===== src/rtl/xor_crc_unit.sv =====
// xor_crc_unit: XOR-tree CRC/LFSR engine folding DATA_W-bit words into a
// CRC_W-bit checksum over framed packets. One result per frame, held in
// out_crc until the downstream side consumes it.
//
// Handshake: a transfer happens on a rising clk edge where valid and ready
// are both high. Upstream may not withdraw nothing here depends on that;
// in_data/in_last are ignored while in_ready=0 and out_ready is ignored
// while out_valid=0.
//
// Optional feature: define XOR_CRC_CHECK_EN to add the out_err port, a
// receive-side residue check (out_err=1 when the frame CRC is non-zero).
module xor_crc_unit #(
    parameter int                unsigned CRC_W  = 8,
    parameter int                unsigned DATA_W = 8,
    parameter logic [CRC_W-1:0]  POLY   = 8'h07,
    parameter logic [CRC_W-1:0]  INIT   = '0
) (
    input  logic              clk,
    input  logic              rst,
    input  logic              in_valid,
    output logic              in_ready,
    input  logic [DATA_W-1:0] in_data,
    input  logic              in_last,
    output logic              out_valid,
    input  logic              out_ready,
`ifdef XOR_CRC_CHECK_EN
    output logic              out_err,
`endif
    output logic [CRC_W-1:0]  out_crc
);

    typedef enum logic [1:0] {
        IDLE  = 2'd0,
        ACCUM = 2'd1,
        HOLD  = 2'd2
    } state_t;

    // Kept as a named internal signal so checkers can bind to the FSM state.
    state_t state;
    state_t next_state;

    logic [CRC_W-1:0] crc_reg;
    logic [CRC_W-1:0] crc_next;
    logic             beat;
    logic             out_valid_r;

    // One full word folded bit-serially, MSB first, unrolled into one cycle.
    function automatic logic [CRC_W-1:0] crc_fold(
        input logic [CRC_W-1:0]  crc_in,
        input logic [DATA_W-1:0] data_in
    );
        logic [CRC_W-1:0] c;
        logic             fb;
        c = crc_in;
        for (int i = DATA_W - 1; i >= 0; i--) begin
            fb = c[CRC_W-1] ^ data_in[i];
            c  = {c[CRC_W-2:0], 1'b0} ^ (fb ? POLY : '0);
        end
        return c;
    endfunction

    // Ready is held low during reset so nothing is taken while rst=1.
    assign in_ready  = ~rst && (state != HOLD);
    assign beat      = in_valid && in_ready;
    assign crc_next  = crc_fold(crc_reg, in_data);
    assign out_valid = out_valid_r;

    // State register.
    always_ff @(posedge clk or posedge rst) begin
        if (rst) begin
            state <= IDLE;
        end else begin
            state <= next_state;
        end
    end

    // Next-state logic: IDLE and ACCUM share transitions; HOLD waits for consume.
    always_comb begin
        next_state = state;
        case (state)
            IDLE, ACCUM: begin
                if (beat) begin
                    next_state = in_last ? HOLD : ACCUM;
                end
            end
            HOLD: begin
                if (out_valid_r && out_ready) begin
                    next_state = IDLE;
                end
            end
            default: next_state = IDLE;
        endcase
    end

    // Running CRC: advance on mid-frame beats, re-seed when a frame closes.
    always_ff @(posedge clk or posedge rst) begin
        if (rst) begin
            crc_reg <= INIT;
        end else if (beat) begin
            crc_reg <= in_last ? INIT : crc_next;
        end
    end

    // Result register: captured on the last beat and held until consumed.
    always_ff @(posedge clk or posedge rst) begin
        if (rst) begin
            out_crc     <= '0;
            out_valid_r <= 1'b0;
        end else if (beat && in_last) begin
            out_crc     <= crc_next;
            out_valid_r <= 1'b1;
        end else if (out_valid_r && out_ready) begin
            out_valid_r <= 1'b0;
        end
    end

`ifdef XOR_CRC_CHECK_EN
    // Residue flag travels with out_crc and clears together with out_valid.
    always_ff @(posedge clk or posedge rst) begin
        if (rst) begin
            out_err <= 1'b0;
        end else if (beat && in_last) begin
            out_err <= (crc_next != '0);
        end else if (out_valid_r && out_ready) begin
            out_err <= 1'b0;
        end
    end
`endif

endmodule


===== config.mk =====
export PLATFORM = sky130hd
export DESIGN_NAME = xor_crc_unit
export DESIGN_NICKNAME = d
export VERILOG_FILES = /design/src/rtl/xor_crc_unit.sv
export SDC_FILE = /design/constraint.sdc
export NUM_CORES = 1
export LEC_CHECK = 0
export BUFFER_PORTS_ARGS = -buffer_cell sky130_fd_sc_hd__buf_2
export CAP_MARGIN = 20
export CORE_MARGIN = 8
export CORE_UTILIZATION = 50
export DETAILED_ROUTE_END_ITERATION = 16
export PLACE_DENSITY = 0.73
export SLEW_MARGIN = 5
export SYNTH_ARGS = -nofsm -noshare
export SYNTH_HDL_FRONTEND = slang
export SYNTH_SLANG_ARGS = --single-unit

===== constraint.sdc =====
create_clock -name clk -period 2 [get_ports clk]
set_clock_uncertainty 0.1 [all_clocks]
set_input_delay 0.2 -clock clk [delete_from_list [all_inputs] [get_ports clk]]
set_output_delay 0.2 -clock clk [all_outputs]
set_load 0.02 [all_outputs]

==> Word level (Yosys, flattened, before mapping) <==
Cells that the tools add are included.
{ "totals": {"reg_bits": 19, "input_bits": 13, "out_inout_bits": 10, "wordCells": 49} }
{ "classes": {"n_eq_ne": 5, "mux": 15, "n_bitwise": 17, "reduce_logical": 8} }
{ "op_table": {"columns": ["cell", "n"], "rows": [
  ["$xor A8 B3 Y8", 8],
  ["$mux W3", 8],
  ["$mux W8", 1],
  ["$xor A1 B1 Y1", 8],
  ["$mux W2", 3],
  ["$ne A2 B2 Y1 const B", 3],
  ["$logic_and A1 B1 Y1", 4],
  ["$pmux W2 S2", 1],
  ["$eq A2 B1 Y1 const B", 1],
  ["$eq A2 B2 Y1 const B", 1],
  ["$logic_not A2 Y1", 1],
  ["$mux W1", 2],
  ["$reduce_and A2 Y1", 1],
  ["$reduce_bool A2 Y1", 1],
  ["$reduce_or A2 Y1", 1],
  ["$not A1 Y1", 1]
]} }

==> Depth between registers and ports, before layout <==
Gate-level depths: netlist of the first run.
{ "depth": {"word_depth": 25, "ltp_mapped": 5, "mapped_depth_nobuf": 4} }

==> Least setup slack after synthesis of the first run <==
OpenSTA, ideal clock, no wires.
{ "synth_path": {"path_type": "register to register", "start": "register crc_reg[7]", "end": "register crc_reg[3]", "setup_time_ps": 126, "t_arrival_ps": 1407, "required_time_ps": 1774, "path_slack_ps": 367, "stages_incl_launch_ff": 4, "n_path_buf": 0, "period_less_slack_ps": 1633, "path_cell_list": "dfrtp_1 -> xnor2_2 -> xnor3_1 -> a221o_1"} }
{ "synth_via": {"elab_chain_cells": 13} }
{ "synth_lines": {"columns": ["item", "line_no", "text"], "rows": [
  ["start, declared", "42", "logic [CRC_W-1:0] crc_reg;"],
  ["start signal, assigned", "100", "crc_reg <= in_last ? INIT : crc_next;"],
  ["$xor A1 B1 Y1", "56", "fb = c[CRC_W-1] ^ data_in[i];"],
  ["$mux W3", "57", "c = {c[CRC_W-2:0], 1'b0} ^ (fb ? POLY : '0);"],
  ["$xor A8 B3 Y8 (6 in series)", "57", null],
  ["$xor A1 B1 Y1", "56", null],
  ["$mux W3", "57", null],
  ["$xor A8 B3 Y8 (2 in series)", "57", null],
  ["$mux W8", "100", null]
]} }
No other way between the ends.
A chain may end at the register's enable or synchronous reset.

==> Worst setup path in the final report of the first run <==
{ "layout_path": {"start": "input port rst", "end": "register crc_reg[5]"} }
{ "layout_via": {"elab_chain_cells": 3} }
{ "layout_lines": {"columns": ["item", "line_no", "text"], "rows": [
  ["start, declared", "19", "input logic rst,"],
  ["$not A1 Y1", "63", "assign in_ready = ~rst && (state != HOLD);"],
  ["$logic_and A1 B1 Y1", "63", null],
  ["$logic_and A1 B1 Y1", "64", "assign beat = in_valid && in_ready;"]
]} }
No other way between the ends.

==> metrics, run 1 <==
Cells after Synth 90; num rows 17; Worst Hold Class primary input to flop; Area after DPL 0.001289 mm²; Final Max Tran Viols 0; Rel. slew slack approximately three quarters; Mapped Area 0.001120 mm²; Seq/Total Area, Yosys between 40 and 50%; final instance area about 0.0013 mm²; core area roughly 0.0022 mm²; final setup vio count 0; CTS sink cnt 19; Synth cell types 26; CP endpoint kind flop; Crit Path Class primary input to flop; Synth area leaders dfrtp_1 (42%), xnor2_1 (12%), xnor3_1 (10%); largest net degree at the start of global routing 20; syn_nets 103; Post-CTS Resized 0; remaining global-route overflow 0; CP arrival a little under 2 ns; Worst-Skew Late Latency 0.29 ns; met2 wire length about 1000 µm; die span in y about 63 µm; drc violations 0; footprint of the multi-input gates between 600 and 700 µm²; WL final around 2100 µm; Least-Margin Pin Slew roughly 0.4 ns; CTS max path bufs 2; clk slew on worst S/H paths roughly 0.10 ns; Layout area overhead 19.22%; final setup margin 0.1437 ns; CTS buffer count 3; largest area contributor in the netlist dfrtp_1; MaxCap Viol Count 0; number of H-tree levels 1; Ys Warns 0; I/O Pins 23; type of origin of the critical path primary input; Layout Nets around 130; final hold vios 0; WP data required 2.13 ns; vias ~740; Static Leak between 0.6 and 0.7 nW; CP max-delay cell dlygate4sd3_1; Overall Global Routing Usage approximately an eighth; CP max stage delay roughly 0.53 ns; detailed placement HPWL approximately 1700 µm; Register Area approximately 480 µm²; f_max around 540 MHz; DR WL/cell 14.28 µm; unrepaired setup endpoints after global routing false; IO Port Bufs 22; Place WS ~0.29 ns; outcome complete, no violations; Seq cells post-synth 19; setup_tns 0 ns; crit-path cells dlygate4sd3_1, buf_2, nor2b_1, nand2_1, nor2_1, a22o_1; total power ~0.0021 W; WL met1 approximately 1000 µm; Synth top area share 42.46%; worst hold slack about 0.23 ns; fraction of layout cells with a size suffix above 1 between 30% and 40%; Worst Path Max Fanout 11; Mean Syn Cell Area roughly 12 µm²; die span in x between 60 and 70 µm; Post CTS Setup Buffer Count 0; post-layout min period between 1.5 and 2 ns; antenna violations before repair 0; Routed Antenna Nets 0; drt pass-1 iters 4; DRT iter0 DRCs 18; Initial Utilization approximately half; first-pass GRT wire length 3760 µm; Worst IR Drop VDD 1007 µV; clock root cell clkbuf_4; Tcrit/Tclk final between 90% and 100%; power per cell area around 1600 mW/mm²; vias in the first global route about 800; routed wl met3 58 µm; Placer Congestion around 0.74; die footprint between 0.004 and 0.005 mm²; CTS tree yes; antenna fix cells 0; top sig layer met4; layout filler cell count approximately 190; drt via density 5.020
## worst max-delay path, delay by kind of cell
family / cells / cell delay (ns)
compound gates: 1 / 0.20
simple gates: 3 / 0.94
buf+inv: 2 / 0.66
## path summary, 6_finish.rpt
path                            startpoint          to  slack, ns  cells after the start
worst max-delay path                   rst  crc_reg[5]       0.14                      6
worst min-delay path               in_last  crc_reg[3]       0.23                      3
worst max register to register  crc_reg[6]  out_crc[2]       0.29                      4
worst min register to register  out_crc[3]  out_crc[3]       0.39                      2
max in group asynchronous              rst  crc_reg[1]       1.22                      4
min in group asynchronous              rst    state[0]       0.39                      4
## repair_timing
action                                  4_1_cts  5_1_grt
endpoints found under the setup margin        0        0
hold endpoints to repair                     20        0
hold buffers                                  2        0
## placed cells by master, fill, tap and decap left out, drive strengths merged
cell type,n
buf,27
nand2b,1
nand3,1
xor3,1
dlygate4sd3,2
inv,5
nand2,4
clkbuf,4
xnor2,18
a22o,5
o22ai,1
xnor3,5
nor2b,3
mux2,6
xor2,4
nand4,1
a21oi,2
and2,1
dfrtp,19
a221o,2
nor2,1
o211a,1
nor4,2
o21ai,4
## kinds of logic after synthesis
| logic type | after synthesis | synth area share [%] |
|---|---|---|
| XOR/XNOR | 28 | 32.07 |
| AND/OR/NAND/NOR | 14 | 6.592 |
| flip-flops | 19 | 42.46 |
| buffers and inverters | 8 | 2.905 |
| multiplexers | 6 | 6.033 |
| AO/OA/AOI/OAI | 15 | 9.944 |
## synthesized netlist by cell type
library cell,instances
xnor2_1,15
mux2_2,6
xor3_1,1
and2_1,1
xnor2_2,3
nor2_1,1
buf_2,2
a21oi_1,2
nor2b_1,3
xor2_2,1
nand3_1,1
nor4_1,2
o22ai_1,1
dfrtp_1,19
nand2b_1,1
o211a_1,1
xor2_1,3
a221o_1,2
xnor3_1,5
a22o_2,1
nand2_1,4
inv_1,5
clkbuf_1,1
nand4_1,1
a22o_1,4
o21ai_0,4
## cell type report
class / instances / share of cell area (%)
multi-input combinational: 63 / 45.83
sequential: 19 / 35.61
timing repair buffer: 29 / 12.56
tap: 28 / 2.624
clock buffer: 4 / 1.968
inverter: 5 / 1.406
## per-layer routing
layer  GRT usage, %  vias up
met5              0        -
met4          5.850        0
met3          3.180        2
met2          18.76       10
met1          14.30      359
li1               -      372
## metrics by stage
| stage | utilization (%) | instances |
|---|---|---|
| after detailed placement | 59.40 | 142 |
| after CTS | 61.53 | 148 |
| after global routing | 61.53 | 148 |
| after global placement | 59.40 | 142 |
| after floorplan | - | 90 |
| final | 61.53 | 148 |
## report_power, final
| group | switching, W | internal [W] |
|---|---|---|
| Sequential | 0.000121 | 0.000546 |
| Combinational | 0.000581 | 0.000674 |
| Clock | 0.000114 | 0.0000775 |
Power figures use the tool's default switching activity.
==> run 2, diff against run 1 <==
- ABC_AREA: default -> 1
==> run 2 against run 1 <==
Compared with the run above: first-iteration DRC count increased to 2.8 times the previous value; critical path depth increased by 3; synthesized cell count increased by 62%; die area decreased by 3.8%; largest cell class unchanged; sequential share of layout area increased by 2.5 points; wire length increased by 12%; critical endpoint is now out_crc[2]; hold slack got worse by 0.12 ns; area after synthesis decreased by 5.0%; via count increased by 29%; cell area decreased by 6.6%; power decreased by 12%.
==> metrics, run 2 <==
outcome complete, no violations; DR WL/cell ~12 µm; Layout Nets approximately 190; antenna fix cells 0; Worst Hold Class primary input to flop; Tcrit/Tclk final between 70 and 80%; detailed placement HPWL around 1800 µm; power per cell area 1496 mW/mm²; drt pass-1 iters 4; Overall Global Routing Usage 12.72%; CP max-delay cell dlygate4sd3_1; GRT met2 Usage between 20% and 30%; CP endpoint kind flop; Worst-Skew Late Latency ~0.3 ns; clock root cell clkbuf_4; clk slew on worst S/H paths around 0.11 ns; CTS sink cnt 19; final setup vio count 0; unrepaired setup endpoints after global routing false; Initial Utilization a little over half; fraction of layout cells with a size suffix above 1 between 20% and 30%; Layout area overhead 17.29%; Seq/Total Area, Yosys ~45%; Static Leak 0.7468 nW; HP Start in_last; core area 0.001982 mm²; Crit Path Class primary input to flop; final hold vios 0; remaining global-route overflow 0; ys flop type dfrtp_1; Ys Warns 0; Reg-to-Reg End out_crc[2]; Placer Congestion around 0.94; post-layout min period between 1.5 and 2 ns; Synth cell types 19; Worst Path Max Fanout 14; setup_tns 0 ns; Mapped Area 0.001064 mm²; Util after Layout ~63%; Hold Path Depth 4; drc violations 0; WL final approximately 2400 µm; num rows 16; Worst Hold Endpoint crc_reg[4]; commonest non-fill, non-tap cells in the layout nand2_1 (76), buf_2 (22), dfrtp_1 (19); syn_nets between 150 and 200; most frequent cells after synthesis nand2_1 (76), dfrtp_1 (19), inv_1 (18); CP max stage delay ~0.53 ns; asr flop ratio synth 100.0%; Area after DPL approximately 0.0012 mm²; CTS tree yes; GR peak layer met2; Rel. slew slack between 50% and 60%; I/O Pins 23; DRT iter0 DRCs 50; GR Util met3 under 10%; vias in the first global route between 900 and 1000; die span in y just over 60 µm; Seq cells post-synth 19; Routed Antenna Nets 0; vias 960; antenna violations before repair 0; reg2reg start state[0]; type of origin of the critical path primary input; crit-path cells dlygate4sd3_1, buf_2, nor2_4, nand2_4, inv_2, nand2_2, inv_2, nand3_1, nand2_1; WP data required 2.15 ns; die footprint 0.003859 mm²; Post-synth EDFFs 0; CP arrival ~1.7 ns; f_max around 650 MHz; die span in x approximately 62 µm; Reg2Reg Depth 8; IO Port Bufs 22; Synth area leaders dfrtp_1 (45%), nand2_1 (27%), inv_1 (6.4%); MaxCap Viol Count 0; Mean Syn Cell Area 7.284 µm²; largest net degree at the start of global routing 20; final instance area 0.001247 mm²; drt via density approximately 4.8; Final Max Tran Viols 0; CTS buffer count 3; Cells after Synth 146; cell with the most instances after synthesis nand2_1; Least-Margin Pin Slew ~0.71 ns; global routing met1 resource utilization 13.59%; Synth top area share around 45%; Worst R2R Setup Slack approximately 0.50 ns; Post-CTS Resized 0; largest area contributor in the netlist dfrtp_1; CP most frequent cell inv_2; CTS max path bufs 2; Worst IR Drop VDD between 800 and 900 µV; number of H-tree levels 1; most common cell after layout, fill and taps aside nand2_1; first-pass GRT wire length 4140 µm
[run 2: through the flow]
stage                     worst slack (ns)  total power, W  hold WS, ns  cells
after CTS                           0.4614        0.001882       0.1078    200
final                               0.4561        0.001866       0.1152    200
after detailed placement            0.4986        0.001679       0.2962    194
after global routing                0.3268        0.002053       0.1269    200
after floorplan                     0.5823        0.001417      0.05113    146
after global placement              0.5051        0.001648       0.2781    194
[run 2: cell type report]
type                            count  area [µm²]
Clock buffer                        3       22.52
Clock inverter                      1       5.005
Fill cell                         174       734.5
Inverter                           20       75.07
Multi-Input combinational cell    106       505.5
Sequential cell                    19       475.5
Tap cell                           27       33.78
Timing Repair Buffer               24       130.1
[run 2: cells by family after synthesis]
group | share of synthesized area [%]
simple gates | 34.82
buf+inv | 7.765
flops | 44.71
xor+xnor | 8.824
compound gates | 3.882
[run 2: worst max-delay path by stage]
stage	start	end	cells past startpoint
finish	rst	out_crc[2]	9
CTS	rst	out_crc[2]	9
detailed placement	state[0]	out_crc[2]	8
floorplan	state[1]	out_crc[0]	9
global placement	state[0]	out_crc[2]	8
global route	crc_reg[7]	out_crc[2]	11
[run 2: critical path, delay by kind of cell]
kind	cells	cell delay, ns
buf+inv	4	0.93
simple gates	5	0.57
[run 2: metal layers]
| layer | vias to the layer above | part of all wire (%) | routed length, µm |
|---|---|---|---|
| met5 | - | 0 | 0 |
| met4 | 0 | 0.55 | 13 |
| met3 | 2 | 5.9 | 140 |
| met2 | 28 | 50 | 1182 |
| met1 | 441 | 44 | 1034 |
| li1 | 489 | - | - |
[run 2: power breakdown]
part           internal (W)  switching, W
sequential         0.000553      0.000112
combinational      0.000352      0.000656
clock             0.0000745      0.000119
total              0.000980      0.000887
[run 2: timing repair]
action                                 4_1_cts  5_1_grt
hold buffers                                 2        0
buffers inserted                             0        0
endpoints found under the hold margin       20        0
